## src/rtl/syscall_unit.sv

```systemverilog
// Sequential console-service engine: decodes $v0/$a0 on SYSCALL and streams
// ASCII bytes (decimal integers, memory strings, single chars) on a valid/ready port.
module syscall_unit #(
  parameter int MAX_STR = 256,
  parameter int ADDR_W  = 32
) (
  input  logic              clk,
  input  logic              reset,
  input  logic              syscall,
  input  logic [31:0]       sys_call_reg,
  input  logic [31:0]       std_out_address,
  output logic              stall,
  output logic              mem_rd,
  output logic [ADDR_W-1:0] mem_addr,
  input  logic [7:0]        mem_rdata,
  output logic              out_valid,
  output logic [7:0]        out_data,
  input  logic              out_ready,
  output logic              halted,
  output logic              bad_service
);

  localparam int CNT_W = $clog2(MAX_STR + 1);

  typedef enum logic [2:0] {
    IDLE, INT_SIGN, INT_DIG, STR_REQ, STR_WAIT, EMIT, DONE, HALT
  } state_t;

  state_t            state_reg, state_next;
  state_t            ret_reg, ret_next;
  logic [31:0]       arg_reg, arg_next;
  logic [CNT_W-1:0]  count_reg, count_next;
  logic [31:0]       mag_reg, mag_next;
  logic [3:0]        pow_idx_reg, pow_idx_next;
  logic [3:0]        digit_reg, digit_next;
  logic              started_reg, started_next;
  logic [7:0]        out_data_reg, out_data_next;
  logic              bad_service_reg, bad_service_next;

  function automatic logic [31:0] pow10(input logic [3:0] p);
    case (p)
      4'd0:    pow10 = 32'd1;
      4'd1:    pow10 = 32'd10;
      4'd2:    pow10 = 32'd100;
      4'd3:    pow10 = 32'd1000;
      4'd4:    pow10 = 32'd10000;
      4'd5:    pow10 = 32'd100000;
      4'd6:    pow10 = 32'd1000000;
      4'd7:    pow10 = 32'd10000000;
      4'd8:    pow10 = 32'd100000000;
      default: pow10 = 32'd1000000000;
    endcase
  endfunction

  always_ff @(posedge clk or posedge reset) begin
    if (reset) begin
      state_reg       <= IDLE;
      ret_reg         <= IDLE;
      arg_reg         <= '0;
      count_reg       <= '0;
      mag_reg         <= '0;
      pow_idx_reg     <= '0;
      digit_reg       <= '0;
      started_reg     <= 1'b0;
      out_data_reg    <= '0;
      bad_service_reg <= 1'b0;
    end else begin
      state_reg       <= state_next;
      ret_reg         <= ret_next;
      arg_reg         <= arg_next;
      count_reg       <= count_next;
      mag_reg         <= mag_next;
      pow_idx_reg     <= pow_idx_next;
      digit_reg       <= digit_next;
      started_reg     <= started_next;
      out_data_reg    <= out_data_next;
      bad_service_reg <= bad_service_next;
    end
  end

  always_comb begin
    state_next       = state_reg;
    ret_next         = ret_reg;
    arg_next         = arg_reg;
    count_next       = count_reg;
    mag_next         = mag_reg;
    pow_idx_next     = pow_idx_reg;
    digit_next       = digit_reg;
    started_next     = started_reg;
    out_data_next    = out_data_reg;
    bad_service_next = 1'b0;
    case (state_reg)
      IDLE: begin
        if (syscall) begin
          arg_next   = std_out_address;
          count_next = '0;
          case (sys_call_reg)
            32'd1:  state_next = INT_SIGN;
            32'd4:  state_next = STR_REQ;
            32'd10: state_next = HALT;
            32'd11: begin
              out_data_next = std_out_address[7:0];
              ret_next      = DONE;
              state_next    = EMIT;
            end
            default: begin
              bad_service_next = 1'b1;
              state_next       = DONE;
            end
          endcase
        end
      end
      INT_SIGN: begin
        pow_idx_next = 4'd9;
        digit_next   = 4'd0;
        started_next = 1'b0;
        if (arg_reg[31]) begin
          mag_next      = ~arg_reg + 32'd1;
          out_data_next = 8'h2D;
          ret_next      = INT_DIG;
          state_next    = EMIT;
        end else if (arg_reg == 32'd0) begin
          out_data_next = 8'h30;
          ret_next      = DONE;
          state_next    = EMIT;
        end else begin
          mag_next   = arg_reg;
          state_next = INT_DIG;
        end
      end
      INT_DIG: begin
        if (mag_reg >= pow10(pow_idx_reg)) begin
          mag_next   = mag_reg - pow10(pow_idx_reg);
          digit_next = digit_reg + 4'd1;
        end else begin
          // Digit for this power is final; leading zeros are skipped until the first non-zero.
          digit_next = 4'd0;
          if (pow_idx_reg != 4'd0)
            pow_idx_next = pow_idx_reg - 4'd1;
          if (digit_reg != 4'd0 || started_reg) begin
            out_data_next = 8'h30 + {4'h0, digit_reg};
            started_next  = 1'b1;
            ret_next      = (pow_idx_reg == 4'd0) ? DONE : INT_DIG;
            state_next    = EMIT;
          end else begin
            state_next = (pow_idx_reg == 4'd0) ? DONE : INT_DIG;
          end
        end
      end
      STR_REQ:  state_next = STR_WAIT;
      STR_WAIT: begin
        if (mem_rdata == 8'h00 || count_reg == CNT_W'(MAX_STR)) begin
          state_next = DONE;
        end else begin
          out_data_next = mem_rdata;
          count_next    = count_reg + 1'b1;
          ret_next      = STR_REQ;
          state_next    = EMIT;
        end
      end
      EMIT:    if (out_ready) state_next = ret_reg;
      DONE:    state_next = IDLE;
      HALT:    state_next = HALT;
      default: state_next = IDLE;
    endcase
  end

  assign stall       = (state_reg != IDLE) | (syscall & (state_reg == IDLE));
  assign mem_rd      = (state_reg == STR_REQ);
  assign mem_addr    = mem_rd ? (ADDR_W'(arg_reg) + ADDR_W'(count_reg)) : '0;
  assign out_valid   = (state_reg == EMIT);
  assign out_data    = out_data_reg;
  assign halted      = (state_reg == HALT);
  assign bad_service = bad_service_reg;

endmodule

```

## config.mk

```make
export PLATFORM = sky130hd
export DESIGN_NAME = syscall_unit
export DESIGN_NICKNAME = d
export VERILOG_FILES = /design/src/rtl/syscall_unit.sv
export SDC_FILE = /design/constraint.sdc
export NUM_CORES = 1
export LEC_CHECK = 0
export CAP_MARGIN = 5
export CORE_MARGIN = 4
export CORE_UTILIZATION = 30
export DETAILED_ROUTE_END_ITERATION = 7
export DONT_BUFFER_PORTS = 1
export PLACE_DENSITY = 0.49
export SLEW_MARGIN = 20
export SYNTH_ARGS = -nofsm -noshare
export SYNTH_HDL_FRONTEND = slang
export SYNTH_SLANG_ARGS = --single-unit
```

## constraint.sdc

```tcl
create_clock -name clk -period 7.6 [get_ports clk]
set_input_delay 0.38 -clock clk [delete_from_list [all_inputs] [get_ports clk]]
set_output_delay 0.38 -clock clk [all_outputs]
set_load 0.05 [all_outputs]
```

### After elaboration in Yosys (flattened, before gate mapping)

Memories as Yosys holds them, arrays and structs flattened.
Index checks and enable logic that the tools add are counted.

| operators by class | value |
|---|---|
| add/subtract/negate cells | 7 |
| multiply operators | 0 |
| divide/modulo/power cells | 0 |
| magnitude comparators | 1 |
| eq/ne operators | 22 |
| shift operators | 0 |
| mux-type cells | 48 |
| bitwise gates (word level) | 3 |
| reductions and logical operators | 20 |

Operator list:

| operator | number |
|---|---|
| 32-bit two-way mux | 7 |
| 32-bit by 4-bit equality test with 1-bit output, second input constant | 2 |
| 32-bit one-hot mux with 2 select lines | 1 |
| 8-bit two-way mux | 7 |
| 3-bit two-way mux | 14 |
| 32-bit by 1-bit adder with 32-bit output, second input constant | 1 |
| 32-bit by 9-bit adder with 32-bit output | 1 |
| 32-bit by 1-bit equality test with 1-bit output, second input constant | 1 |
| 32-bit by 3-bit equality test with 1-bit output, second input constant | 1 |
| 32-bit >= comparator | 1 |
| 32-bit zero test | 1 |
| 32-bit inverter | 1 |
| 8-bit one-hot mux with 4 select lines | 1 |
| 32-bit subtractor | 1 |
| 3-bit one-hot mux with 4 select lines | 2 |
| 3-bit one-hot mux with 8 select lines | 1 |
| 9-bit two-way mux | 2 |
| 9-bit one-hot mux with 2 select lines | 1 |
| 4-bit one-hot mux with 2 select lines | 2 |
| 3-bit AND reduction | 5 |
| 3-bit equality test, second input constant | 4 |
| 4-bit two-way mux | 3 |
| 2-bit inequality test, second input constant | 6 |
| 4-bit nonzero test | 3 |
| other kinds (23) | 32 |

| word-level totals | value |
|---|---|
| flip-flop bits (word level) | 97 |
| latch bits | 0 |
| bits in writable memories | 0 |
| memory bits (read-only) | 960 |
| input bits | 76 |
| output and inout bits | 45 |
| word-level logic and storage cells | 113 |
| memories kept | 2 |

Memories:

| memory | words | bits a word | rd ports | clocked after memory_dff | write ports | RTL line | source |
|---|---|---|---|---|---|---|---|
| (no name shown) | 16 | 30 | 1 | 0 | 0 | 41 | `case (p)` |
| (no name shown) | 16 | 30 | 1 | 0 | 0 | 41 |  |

### Longest topological paths before layout

Gate-level depths: netlist (run 1).

| depth | value |
|---|---|
| depth after elaboration | 8 |
| depth in mapped cells | 19 |

### Least setup slack after synthesis (run 1)

OpenSTA, ideal clock, no wires.

| path | value |
|---|---|
| path type | register -> output |
| start point | register arg_reg[1] |
| end point | output mem_addr[23] |
| arrival time | 3.323 ns |
| data required time | 7.220 ns |
| slack | 3.897 ns |
| stages on the path, launching flop included | 10 |
| path through | dfrtp_1 > ha_1 > a21o_1 > a21oi_1 > o21bai_1 > a21boi_0 > o21bai_1 > a21oi_1 > clkbuf_1 > o41ai_1 |

| between the ends | value |
|---|---|
| longest elaborated chain between the ends | 2 |

Ends and longest elaborated chain:

| item | RTL line | source |
|---|---|---|
| start: declaration | 31 | `logic [31:0] arg_reg, arg_next;` |
| start signal: assignment | 70 | `arg_reg <= arg_next;` |
| 32-bit by 9-bit adder with 32-bit output | 170 | `assign mem_addr = mem_rd ? (ADDR_W'(arg_reg) + ADDR_W'(count_reg)) : '0;` |
| 32-bit two-way mux | 170 |  |
| end: declaration | 14 | `output logic [ADDR_W-1:0] mem_addr,` |

No other way between the ends.

### Worst setup path after layout (run 1)

| path | value |
|---|---|
| start point | register pow_idx_reg[0] |
| end point | register mag_reg[30] |

| between the ends | value |
|---|---|
| longest elaborated chain between the ends | 6 |
| elaborated cells between the ends (all ways) | 11 |
| classes of those cells | add/sub: 1; order compare: 1; eq/ne: 1; mux: 5; reduce/logical: 1; memory: 2 |

Ends and longest elaborated chain:

| item | RTL line | source |
|---|---|---|
| start: declaration | 34 | `logic [3:0] pow_idx_reg, pow_idx_next;` |
| start signal: assignment | 73 | `pow_idx_reg <= pow_idx_next;` |
| memory read 16 x 30 bit | - |  |
| 32-bit two-way mux | 132 | `if (mag_reg >= pow10(pow_idx_reg)) begin` |
| 32-bit two-way mux | 92 | `case (state_reg)` |
| 32-bit subtractor | 133 | `mag_next = mag_reg - pow10(pow_idx_reg);` |
| 32-bit two-way mux | 132 |  |
| 32-bit one-hot mux with 2 select lines | 92 |  |
| end signal: assignment | 72 | `mag_reg <= mag_next;` |
| end: declaration | 33 | `logic [31:0] mag_reg, mag_next;` |

Parallel ways exist; a longest one is shown, timed or not. The select of a mux whose other input is x is not followed.
A chain may end at the register's enable or synchronous reset.

==> load_flow_metrics.sql, run 1 <==
INSERT INTO impl_metrics (metric_group, metric, value, unit) VALUES
('status', 'result_of_the_run', 'finished, final reports clean', ''),
('logic_synthesis', 'synth_largest_area_cell', 'dfrtp_1', ''),
('sta', 'grt_setup_unrepaired', 'false', ''),
('power_and_ir_drop', 'cellLeakagePower', '3.81', 'nW'),
('placement', 'detailed_place_hpwl', '19900', 'um'),
('logic_synthesis', 'post_synth_instance_area', '8310', 'um^2'),
('sta', 'post-route-worst-setup-slack', '3170', 'ps'),
('sta', 'achievable-frequency', '225', 'MHz'),
('global_route', 'antenna_found_initial', '0', ''),
('clock_network', 'max-clock-path-buffers', '2', ''),
('finish', 'layout_common_cells', 'nand2_1 (218), dfrtp_1 (97), nor2_1 (93), o21ai_0 (76), a21oi_1 (62)', ''),
('placement', 'post-place-ws', '3190', 'ps'),
('sta', 'period_share', '0.584', ''),
('clock_network', 'numClockSinks', '97', ''),
('placement', 'place.port_buffers', '0', ''),
('sta', 'setup_viol_count_final', '0', ''),
('die', 'die_area', '30400', 'um^2'),
('route', 'drc', '0', ''),
('logic_synthesis', 'post_synth_num_cell_types', '74', ''),
('finish', 'diodes', '0', ''),
('clock_network', 'cts_resized', '0', ''),
('global_route', 'grt_first_pass_wirelength', '42100', 'um'),
('logic_synthesis', 'instance_count_of_the_mapped_netlist', '1085', ''),
('die', 'top_level_ports', '121', ''),
('worst_setup_path', 'cp_common_cell', 'ha_1', ''),
('route', 'first_pass_iters', '5', ''),
('finish', 'area.growth.synth_to_final', '7.48', '%'),
('logic_synthesis', 'synth_top_cells_by_area', 'dfrtp_1 (29%), nand2_1 (9.8%), ha_1 (7.8%)', ''),
('logic_synthesis', 'synth_register_bits', '97', ''),
('worst_setup_path', 'setup.worst_path.class', 'flop to flop', ''),
('global_route', 'grt.overflow.total', '0', ''),
('clock_network', 'cts-root-buf', 'clkbuf_16', ''),
('worst_setup_path', 'worst_setup_path_end_kind', 'flop', ''),
('sta', 'clock_skew', '16.4', 'ps'),
('clock_network', 'tritoncts', 'yes', ''),
('finish', 'regArea', '2430', 'um^2'),
('route', 'dr_total_vias', '7525', ''),
('clock_network', 'post-cts-setup-buffers', '0', ''),
('worst_setup_path', 'slowest_delay', '740', 'ps'),
('logic_synthesis', 'yosysWarnings', '0', ''),
('worst_hold_path', 'hold_removal_path_class', 'input port to flop', ''),
('global_route', 'first_global_vias', '7332', ''),
('finish', 'total_area_of_multi_input_combinational_cells', '5490', 'um^2'),
('finish', 'final_layout_size_suffix_gt1_frac', '0.0532', ''),
('finish', 'n_fill_cell', '2930', ''),
('worst_setup_path', 'critical_path_peak_fanout', '13', ''),
('clock_network', 'cts-htree-levels', '3', ''),
('logic_synthesis', 'synth_fp_nets', '1215', ''),
('logic_synthesis', 'ys_seq_area_frac', '0.292', ''),
('finish', 'mostFrequentLayoutCell', 'nand2_1', ''),
('power_and_ir_drop', 'power_density', '514', 'nW/um^2'),
('logic_synthesis', 'synth-async-reset-ratio', '1.00', ''),
('sta', 'finalWorstPathRequiredPeriod', '4430', 'ps'),
('logic_synthesis', 'synth_top_flop_cell', 'dfrtp_1', ''),
('global_route', 'track_usage', '0.170', ''),
('route', 'dr.first_iter.drc_count', '452', ''),
('clock_network', 'tritoncts.num_buffers', '9', ''),
('run', 'timing.max_cap.violations', '0', ''),
('logic_synthesis', 'synth_top_area_share', '0.292', ''),
('logic_synthesis', 'synth_enable_flop_cells', '0', ''),
('sta', 'max_slew_margin', '0.281', ''),
('route', 'postRouteWirelength', '25800', 'um'),
('route', 'final_antenna_net_count', '0', ''),
('global_route', 'maximum_number_of_pins_on_one_net_before_global_route_repair', '56', ''),
('sta', 'finalSetupTns', '0', 'ps'),
('placement', 'globalplace.congestion', '0.931', ''),
('die', 'initial_utilization', '0.307', ''),
('worst_setup_path', 'worst-r2r-setup-slack', '3170', 'ps'),
('logic_synthesis', 'synthesis.area_per_instance', '7.66', 'um^2'),
('sta', 'report.final.hold_viol_count', '0', ''),
('clock_network', 'clk_lat_worst_skew', '360', 'ps');
## kinds of logic (layout without fill, tap and decap cells)
group / Yosys count / in the layout / synth area share
AOI/OAI and AO/OA: 258 / 258 / 0.197
xor gates and xnor gates: 85 / 85 / 0.0896
adders and majority gates: 54 / 54 / 0.0831
buffers and inverters: 99 / 66 / 0.0492
DFF: 97 / 97 / 0.292
muxes: 11 / 11 / 0.0182
and+or+nand+nor: 481 / 481 / 0.270
## layout make-up
| class | instances | area share |
|---|---|---|
| Multi-Input combinational cell | 889 | 0.615 |
| Sequential cell | 97 | 0.272 |
| Clock inverter | 7 | 0.00813 |
| Tap cell | 372 | 0.0521 |
| Timing Repair Buffer | 14 | 0.0120 |
| Inverter | 36 | 0.0154 |
| Clock buffer | 9 | 0.0252 |
## power by group
part,switching (mW),internal (mW),total [mW]
sequential,0.437,0.733,1.17
combinational,1.79,1.15,2.95
clock,0.239,0.233,0.472
## per-layer routing
layer	vias up	track usage	routed length [um]
met2	192	0.264	11700
li1	3734	-	-
met3	19	0.0283	1270
met5	-	0	0
met4	0	0.0313	288
met1	3580	0.249	12600
## metrics by stage
step	instances	total power [mW]	utilization	hold slack [ps]	cell area [um^2]
after floorplan	1085	3.40	-	441	8310
final	1424	4.59	0.330	118	8930
after global placement	1407	4.11	0.318	362	8620
after detailed placement	1407	4.10	0.318	365	8620
after CTS	1424	4.60	0.330	108	8930
after global routing	1424	5.04	0.330	110	8930
## cell usage after synthesis, types with 7 or more instances
library cell	count
a21o_1	15
a21oi_1	62
a31oi_1	10
and2_1	7
and3_1	8
clkbuf_1	52
dfrtp_1	97
ha_1	52
inv_1	36
mux2_4	8
nand2_1	218
nand2b_1	10
nand3_1	30
nand4_1	18
nor2_1	94
nor2b_1	20
nor3_1	21
nor4_1	17
o211ai_1	14
o21ai_0	76
o31ai_1	14
or3_1	9
xnor2_1	43
xor2_1	42
## repair_timing
action	CTS	global route
endpoints found under the setup margin	0	0
hold buffers	1	0
endpoints found under the hold margin	42	0
## final timing paths
path                                         start     endpoint  depth (start not counted)
worst max-delay path                pow_idx_reg[0]  mag_reg[30]                         14
worst min-delay path            std_out_address[2]   arg_reg[2]                          2
worst max register to register      pow_idx_reg[0]  mag_reg[30]                         14
worst min register to register          ret_reg[1]   ret_reg[1]                          1
max in group asynchronous                    reset  arg_reg[21]                          3
min in group asynchronous                    reset   ret_reg[2]                          2
(Power assumes the default switching activity.)
==> run 2: changes to the inputs <==
--- a/config.mk
+++ b/config.mk
@@ -10,7 +10,7 @@
 export CORE_UTILIZATION = 30
 export DETAILED_ROUTE_END_ITERATION = 7
 export DONT_BUFFER_PORTS = 1
-export PLACE_DENSITY = 0.49
+export PLACE_DENSITY = 0.5
 export SLEW_MARGIN = 20
 export SYNTH_ARGS = -nofsm -noshare
 export SYNTH_HDL_FRONTEND = slang
==> constraint.sdc (replaced) <==
create_clock -name clk -period 3.9 [get_ports clk]
set_input_delay 0.195 -clock clk [delete_from_list [all_inputs] [get_ports clk]]
set_output_delay 0.195 -clock clk [all_outputs]
set_load 0.05 [all_outputs]
==> run 2 against run 1 <==
  * Core utilization up 3.6 points
  * Clock power up 100%
  * Cell count up 7.2%
  * Power up 110%
  * Largest cell class unchanged
  * Highest routed layer unchanged
==> load_flow_metrics.sql, run 2 (synthesized netlist as in run 1, its figures left out) <==
INSERT INTO impl_metrics (metric_group, metric, value, unit) VALUES
('die', 'die_height', '174', 'um'),
('sta', 'clock_skew', '17.4', 'ps'),
('placement', 'detailed_place_hpwl', '20800', 'um'),
('clock_network', 'tritoncts', 'yes', ''),
('route', 'postRouteWirelength', '27100', 'um'),
('placement', 'dpl_cell_area', '9180', 'um^2'),
('power_and_ir_drop', 'combinationalPowerShare', '0.678', ''),
('clock_network', 'tritoncts.num_buffers', '9', ''),
('finish', 'diodes', '0', ''),
('sta', 'setup_viol_count_final', '0', ''),
('placement', 'globalplace.congestion', '0.884', ''),
('worst_setup_path', 'critical_path_peak_fanout', '5', ''),
('finish', 'layout_common_cells', 'nand2_1 (217), dfrtp_1 (97), nor2_1 (92), buf_4 (80), o21ai_0 (74)', ''),
('finish', 'area.growth.synth_to_final', '19.1', '%'),
('die', 'placement_rows', '60', ''),
('route', 'route.detailed.vias_per_inst', '5.21', ''),
('global_route', 'grt_first_pass_wirelength', '44400', 'um'),
('worst_setup_path', 'cp_data_required_time', '4140', 'ps'),
('worst_setup_path', 'critical_path.startpoint_type', 'flop', ''),
('power_and_ir_drop', 'net-switching-power', '5.06', 'mW'),
('finish', 'finish.net_count', '1280', ''),
('run', 'timing.max_cap.violations', '0', ''),
('route', 'first_pass_iters', '5', ''),
('sta', 'period_share', '0.941', ''),
('clock_network', 'cts-htree-levels', '3', ''),
('global_route', 'grt.overflow.total', '0', ''),
('route', 'dr.first_iter.drc_count', '575', ''),
('die', 'top_level_ports', '121', ''),
('global_route', 'busiest_layer', 'met2', ''),
('route', 'dr_total_vias', '7957', ''),
('clock_network', 'max-clock-path-buffers', '2', ''),
('worst_setup_path', 'slowest_delay', '500', 'ps'),
('worst_setup_path', 'worst_setup_path_end_kind', 'flop', ''),
('worst_hold_path', 'number_of_instances_on_the_worst_hold_path', '2', ''),
('placement', 'place.port_buffers', '0', ''),
('worst_setup_path', 'setup.worst_path.class', 'flop to flop', ''),
('finish', 'mostFrequentLayoutCell', 'nand2_1', ''),
('route', 'wl_per_cell', '17.8', 'um'),
('power_and_ir_drop', 'cellLeakagePower', '4.33', 'nW'),
('worst_setup_path', 'beginning_of_the_critical_path', 'pow_idx_reg[1]', ''),
('sta', 'finalWorstPathRequiredPeriod', '3670', 'ps'),
('global_route', 'maximum_number_of_pins_on_one_net_before_global_route_repair', '74', ''),
('worst_setup_path', 'cp.buffers_inverters', '2', ''),
('global_route', 'global_routing_met3_resource_utilization', '0.0304', ''),
('clock_network', 'cts-root-buf', 'clkbuf_16', ''),
('worst_hold_path', 'hold_removal_path_class', 'input port to flop', ''),
('route', 'final_antenna_net_count', '0', ''),
('power_and_ir_drop', 'power.share.clock', '0.098', ''),
('finish', 'total_area_of_multi_input_combinational_cells', '5560', 'um^2'),
('power_and_ir_drop', 'swShare', '0.522', ''),
('sta', 'fin_worst_hold_slack', '90.3', 'ps'),
('die', 'initial_utilization', '0.307', ''),
('global_route', 'first_global_vias', '7976', ''),
('power_and_ir_drop', 'fin_total_pwr', '9.69', 'mW'),
('worst_setup_path', 'worst-r2r-setup-slack', '230', 'ps'),
('sta', 'achievable-frequency', '273', 'MHz'),
('sta', 'report.final.slew_viol_count', '0', ''),
('die', 'die_w', '174', 'um'),
('global_route', 'track_usage', '0.178', ''),
('power_and_ir_drop', 'seq_power_share', '0.224', ''),
('worst_setup_path', 'rr_endpoint', 'mag_reg[25]', ''),
('finish', 'regArea', '2430', 'um^2'),
('global_route', 'groute.layer.met2.usage', '0.289', ''),
('power_and_ir_drop', 'internal_power', '4.63', 'mW'),
('worst_setup_path', 'reg2reg_from', 'pow_idx_reg[1]', ''),
('worst_setup_path', 'cp_common_cell', 'ha_1', ''),
('worst_setup_path', 'reg2reg_depth', '14', ''),
('global_route', 'antenna_found_initial', '0', ''),
('worst_setup_path', 'worst_path_dominant_cell_family', 'compound AO/OA/AOI/OAI gates', ''),
('sta', 'worst_pin_slew', '748', 'ps'),
('die', 'die_area', '30400', 'um^2'),
('die', 'coreArea', '27100', 'um^2'),
('sta', 'report.final.hold_viol_count', '0', ''),
('clock_network', 'cts.reportedPaths.clkPinSlew', '90', 'ps'),
('global_route', 'globalRouteMet1Util', '0.254', ''),
('clock_network', 'numClockSinks', '97', ''),
('finish', 'final_layout_size_suffix_gt1_frac', '0.122', ''),
('worst_setup_path', 'critPathCapture', 'mag_reg[25]', ''),
('finish', 'stdcell_area', '9890', 'um^2'),
('worst_setup_path', 'timing.critical_path.arrival', '3910', 'ps'),
('sta', 'max_slew_margin', '0.502', ''),
('route', 'drc', '0', ''),
('power_and_ir_drop', 'vdd_drop_max', '484', 'uV'),
('status', 'result_of_the_run', 'finished, final reports clean', ''),
('worst_setup_path', 'cp_num_cells', '14', ''),
('worst_setup_path', 'critical_path.cell_chain', 'inv_1, ha_1, buf_4, ha_1, nand2_1, ha_1, a21o_1, a31oi_2, nand4_1, a311o_1, a41oi_2, o21ai_0, or4_1, a32o_1', ''),
('worst_setup_path', 'crit_path_top_delay_cell', 'or4_1', ''),
('clock_network', 'clk_lat_worst_skew', '360', 'ps'),
('power_and_ir_drop', 'power_density', '979', 'nW/um^2'),
('finish', 'n_fill_cell', '2861', '');
run 2: stage by stage:
stage	setup TNS (ps)	setup WS, ps	std cells	util
after floorplan	0	278	1085	-
after global placement	0	84.6	1478	0.339
after detailed placement	-25.7	-8.17	1478	0.339
after CTS	0	26.8	1527	0.362
after global routing	-0.336	-0.336	1527	0.365
final	0	232	1527	0.365
run 2: final cells by class:
type                       instances  share of cell area
inverter                          36              0.0142
sequential                        97               0.245
multi-input combinational        889               0.562
tap                              372              0.0470
timing repair buffer             117               0.101
clock buffer                       9              0.0228
clock inverter                     7             0.00797
run 2: per-layer routing:
metal	vias up	wire, um
met4	0	213
met3	17	1260
met5	-	0
li1	3943	-
met2	181	12500
met1	3816	13200
run 2: worst min path at each step:
stage	to	startpoint
2_1_floorplan	arg_reg[10]	std_out_address[10]
3_3_place_gp	arg_reg[31]	std_out_address[31]
3_5_place_dp	arg_reg[27]	std_out_address[27]
4_1_cts	bad_service	sys_call_reg[3]
5_1_grt	bad_service	sys_call_reg[3]
6_report	bad_service	sys_call_reg[3]
run 2: power groups by stage:
stage,registers (mW),clock network [mW],logic (mW)
after floorplan,1.88,0,4.74
after global placement,2.18,0,6.37
after detailed placement,2.17,0,6.37
after CTS,2.16,0.984,6.44
after global routing,2.23,1.02,7.34
final,2.17,0.951,6.57
run 2: repair_timing:
item / CTS / global route
cloned: 0 / 0
hold buffers: 33 / 0
gates resized for setup: 1 / 20
endpoints found under the setup margin: 5 / 48
setup buffers: 0 / 0
hold endpoints to repair: 68 / 0
==> run 3: changes to the inputs <==
--- a/config.mk
+++ b/config.mk
@@ -6,11 +6,12 @@
 export NUM_CORES = 1
 export LEC_CHECK = 0
 export CAP_MARGIN = 5
-export CORE_MARGIN = 4
+export CELL_PAD_IN_SITES_DETAIL_PLACEMENT = 1
+export CELL_PAD_IN_SITES_GLOBAL_PLACEMENT = 1
 export CORE_UTILIZATION = 30
 export DETAILED_ROUTE_END_ITERATION = 7
 export DONT_BUFFER_PORTS = 1
-export PLACE_DENSITY = 0.5
+export PLACE_DENSITY = 0.62
 export SLEW_MARGIN = 20
 export SYNTH_ARGS = -nofsm -noshare
 export SYNTH_HDL_FRONTEND = slang
==> run 3 against run 2 <==
  * Cell area fell by 0.82%
  * Maximum frequency shrank 0.70%
  * Non-clock buffer count stayed put
  * Power rose by 1.4%
  * Cell count down 2.0%
  * Combinational power up 1%
  * Die area fell by 6.8%
  * Sequential cell count unchanged
  * Hold slack lost 6.9 ps
  * Critical path type unchanged
==> load_flow_metrics.sql, run 3 (synthesized netlist as in run 1, its figures left out) <==
INSERT INTO impl_metrics (metric_group, metric, value, unit) VALUES
('sta', 'achievable-frequency', '271', 'MHz'),
('die', 'die_w', '168', 'um'),
('sta', 'report.final.hold_viol_count', '0', ''),
('die', 'die_area', '28400', 'um^2'),
('die', 'placement_rows', '60', ''),
('worst_setup_path', 'critical_path.cell_chain', 'inv_1, ha_1, buf_4, ha_1, nand2_2, and2_1, ha_1, buf_4, nand2_1, o21ai_0, nor4b_1, a21o_1, a21oi_1, o21ai_0, o32a_1, o22ai_1', ''),
('worst_setup_path', 'crit_path_top_delay_cell', 'o21ai_0', ''),
('finish', 'final_core_util', '0.363', ''),
('sta', 'clock_skew', '12.9', 'ps'),
('worst_setup_path', 'cp_data_required_time', '4140', 'ps'),
('clock_network', 'cts-root-buf', 'clkbuf_16', ''),
('global_route', 'first_global_vias', '8256', ''),
('worst_setup_path', 'slowest_delay', '470', 'ps'),
('sta', 'post-route-worst-setup-slack', '206', 'ps'),
('die', 'coreArea', '27000', 'um^2'),
('sta', 'period_share', '0.947', ''),
('worst_setup_path', 'timing.critical_path.arrival', '3940', 'ps'),
('power_and_ir_drop', 'fin_total_pwr', '9.82', 'mW'),
('route', 'first_pass_iters', '5', ''),
('worst_hold_path', 'hold_removal_path_class', 'input port to flop', ''),
('status', 'result_of_the_run', 'finished, final reports clean', ''),
('route', 'route.detailed.vias_per_inst', '5.39', ''),
('placement', 'detailed_place_hpwl', '21700', 'um'),
('global_route', 'busiest_layer', 'met2', ''),
('finish', 'finish.net_count', '1280', ''),
('power_and_ir_drop', 'vdd_drop_max', '302', 'uV'),
('global_route', 'grt_first_pass_wirelength', '46400', 'um'),
('route', 'dr_total_vias', '8063', ''),
('placement', 'post-place-ws', '87.8', 'ps'),
('worst_setup_path', 'worst_path_dominant_cell_family', 'compound AO/OA/AOI/OAI gates', ''),
('route', 'dr.first_iter.drc_count', '423', ''),
('worst_setup_path', 'cp.buffers_inverters', '3', ''),
('global_route', 'global_routing_met3_resource_utilization', '0.0174', ''),
('route', 'wl_per_cell', '19.0', 'um'),
('clock_network', 'cts-htree-levels', '3', ''),
('clock_network', 'numClockSinks', '97', ''),
('run', 'timing.max_cap.violations', '0', ''),
('global_route', 'track_usage', '0.206', ''),
('route', 'drc', '0', ''),
('sta', 'worst_pin_slew', '603', 'ps'),
('power_and_ir_drop', 'power_density', '1000', 'nW/um^2'),
('global_route', 'groute.layer.met2.usage', '0.345', ''),
('finish', 'area.growth.synth_to_final', '18.1', '%'),
('worst_setup_path', 'critical_path.startpoint_type', 'flop', ''),
('sta', 'finalSetupTns', '0', 'ps'),
('clock_network', 'cts.reportedPaths.clkPinSlew', '80', 'ps'),
('worst_setup_path', 'critical_path_peak_fanout', '5', ''),
('sta', 'setup_viol_count_final', '0', ''),
('sta', 'report.final.slew_viol_count', '0', ''),
('global_route', 'grt.overflow.total', '0', ''),
('die', 'initial_utilization', '0.307', ''),
('finish', 'final_layout_size_suffix_gt1_frac', '0.119', ''),
('finish', 'diodes', '0', ''),
('die', 'die_height', '168', 'um'),
('route', 'final_antenna_net_count', '0', ''),
('clock_network', 'clk_lat_worst_skew', '370', 'ps'),
('worst_setup_path', 'cp_common_cell', 'ha_1', ''),
('finish', 'mostFrequentLayoutCell', 'nand2_1', ''),
('placement', 'place.port_buffers', '0', ''),
('die', 'top_level_ports', '121', ''),
('clock_network', 'post-cts-setup-buffers', '0', ''),
('clock_network', 'tritoncts.num_buffers', '9', ''),
('worst_setup_path', 'reg2reg_from', 'pow_idx_reg[1]', ''),
('clock_network', 'tritoncts', 'yes', ''),
('placement', 'globalplace.congestion', '0.890', ''),
('worst_setup_path', 'setup.worst_path.class', 'flop to flop', ''),
('worst_setup_path', 'worst_setup_path_end_kind', 'flop', ''),
('worst_setup_path', 'beginning_of_the_critical_path', 'pow_idx_reg[1]', ''),
('power_and_ir_drop', 'cellLeakagePower', '4.32', 'nW'),
('global_route', 'globalRouteMet1Util', '0.287', ''),
('worst_hold_path', 'hold_start', 'std_out_address[7]', ''),
('finish', 'layout_common_cells', 'nand2_1 (216), dfrtp_1 (97), nor2_1 (93), buf_4 (83), o21ai_0 (74)', ''),
('global_route', 'antenna_found_initial', '0', ''),
('sta', 'max_slew_margin', '0.598', ''),
('route', 'postRouteWirelength', '28400', 'um'),
('sta', 'finalWorstPathRequiredPeriod', '3690', 'ps'),
('global_route', 'maximum_number_of_pins_on_one_net_before_global_route_repair', '52', ''),
('clock_network', 'max-clock-path-buffers', '2', '');
==> run 3: changes by cell type in the layout (fill, tap and decap cells not counted), moves of 2 or more <==
cell,change
buf_4,+3
clkinv_8,-2
o21ai_1,+2
o21ai_2,-2
==> run 3: where the power goes <==
part	total, mW	switching, mW	internal, mW
Sequential	2.19	0.760	1.43
Combinational	6.64	3.91	2.73
Clock	0.993	0.480	0.513
==> run 3: through the flow <==
| stage | hold slack (ps) | cells | cell area, um^2 |
|---|---|---|---|
| floorplan | 300 | 1085 | 8310 |
| CTS | 76.3 | 1496 | 9770 |
| finish | 83.5 | 1496 | 9810 |
| detailed placement | 135 | 1447 | 9130 |
| global placement | 128 | 1447 | 9130 |
| global route | 85.4 | 1496 | 9810 |
==> run 3: layout make-up <==
| cell class | instances | area [um^2] |
|---|---|---|
| fillers | 3317 | 17200 |
| multi-input cells | 889 | 5540 |
| flip-flops and latches | 97 | 2430 |
| repair buffers | 117 | 973 |
| well taps | 341 | 427 |
| clock buffers | 9 | 225 |
| inverters | 36 | 138 |
| clock inverters | 7 | 81.3 |
==> run 3: worst paths after layout <==
kind                       cells after the start  slack (ps)           to
max reg2reg                                   16         210  mag_reg[31]
min                                            2          80  out_data[7]
min reg2reg                                    2         500   mag_reg[4]
max in group asynchronous                      3        2610  arg_reg[29]
min in group asynchronous                      2         350   mag_reg[5]
max                                           16         210  mag_reg[31]
==> run 3: layer usage <==
metal / routed length, um / part of all wire
met5: 0 / 0
met4: 261 / 0.0092
met3: 738 / 0.026
met2: 13400 / 0.47
met1: 13900 / 0.49
==> run 3: worst reg2reg max path, stage by stage, from the launching register on <==
cell,delay [ps]
dfrtp_1,390
inv_1,100
ha_1,190
buf_4,140
ha_1,200
nand2_2,130
and2_1,200
ha_1,310
buf_4,140
nand2_1,70
o21ai_0,470
nor4b_1,300
a21o_1,220
a21oi_1,130
o21ai_0,320
o32a_1,200
o22ai_1,70
==> run 3: repair_timing <==
item / 4_1_cts / 5_1_grt
resized for setup: 0 / 14
endpoints found under the hold margin: 63 / 0
setup endpoints to repair: 0 / 39
hold buffers: 33 / 0
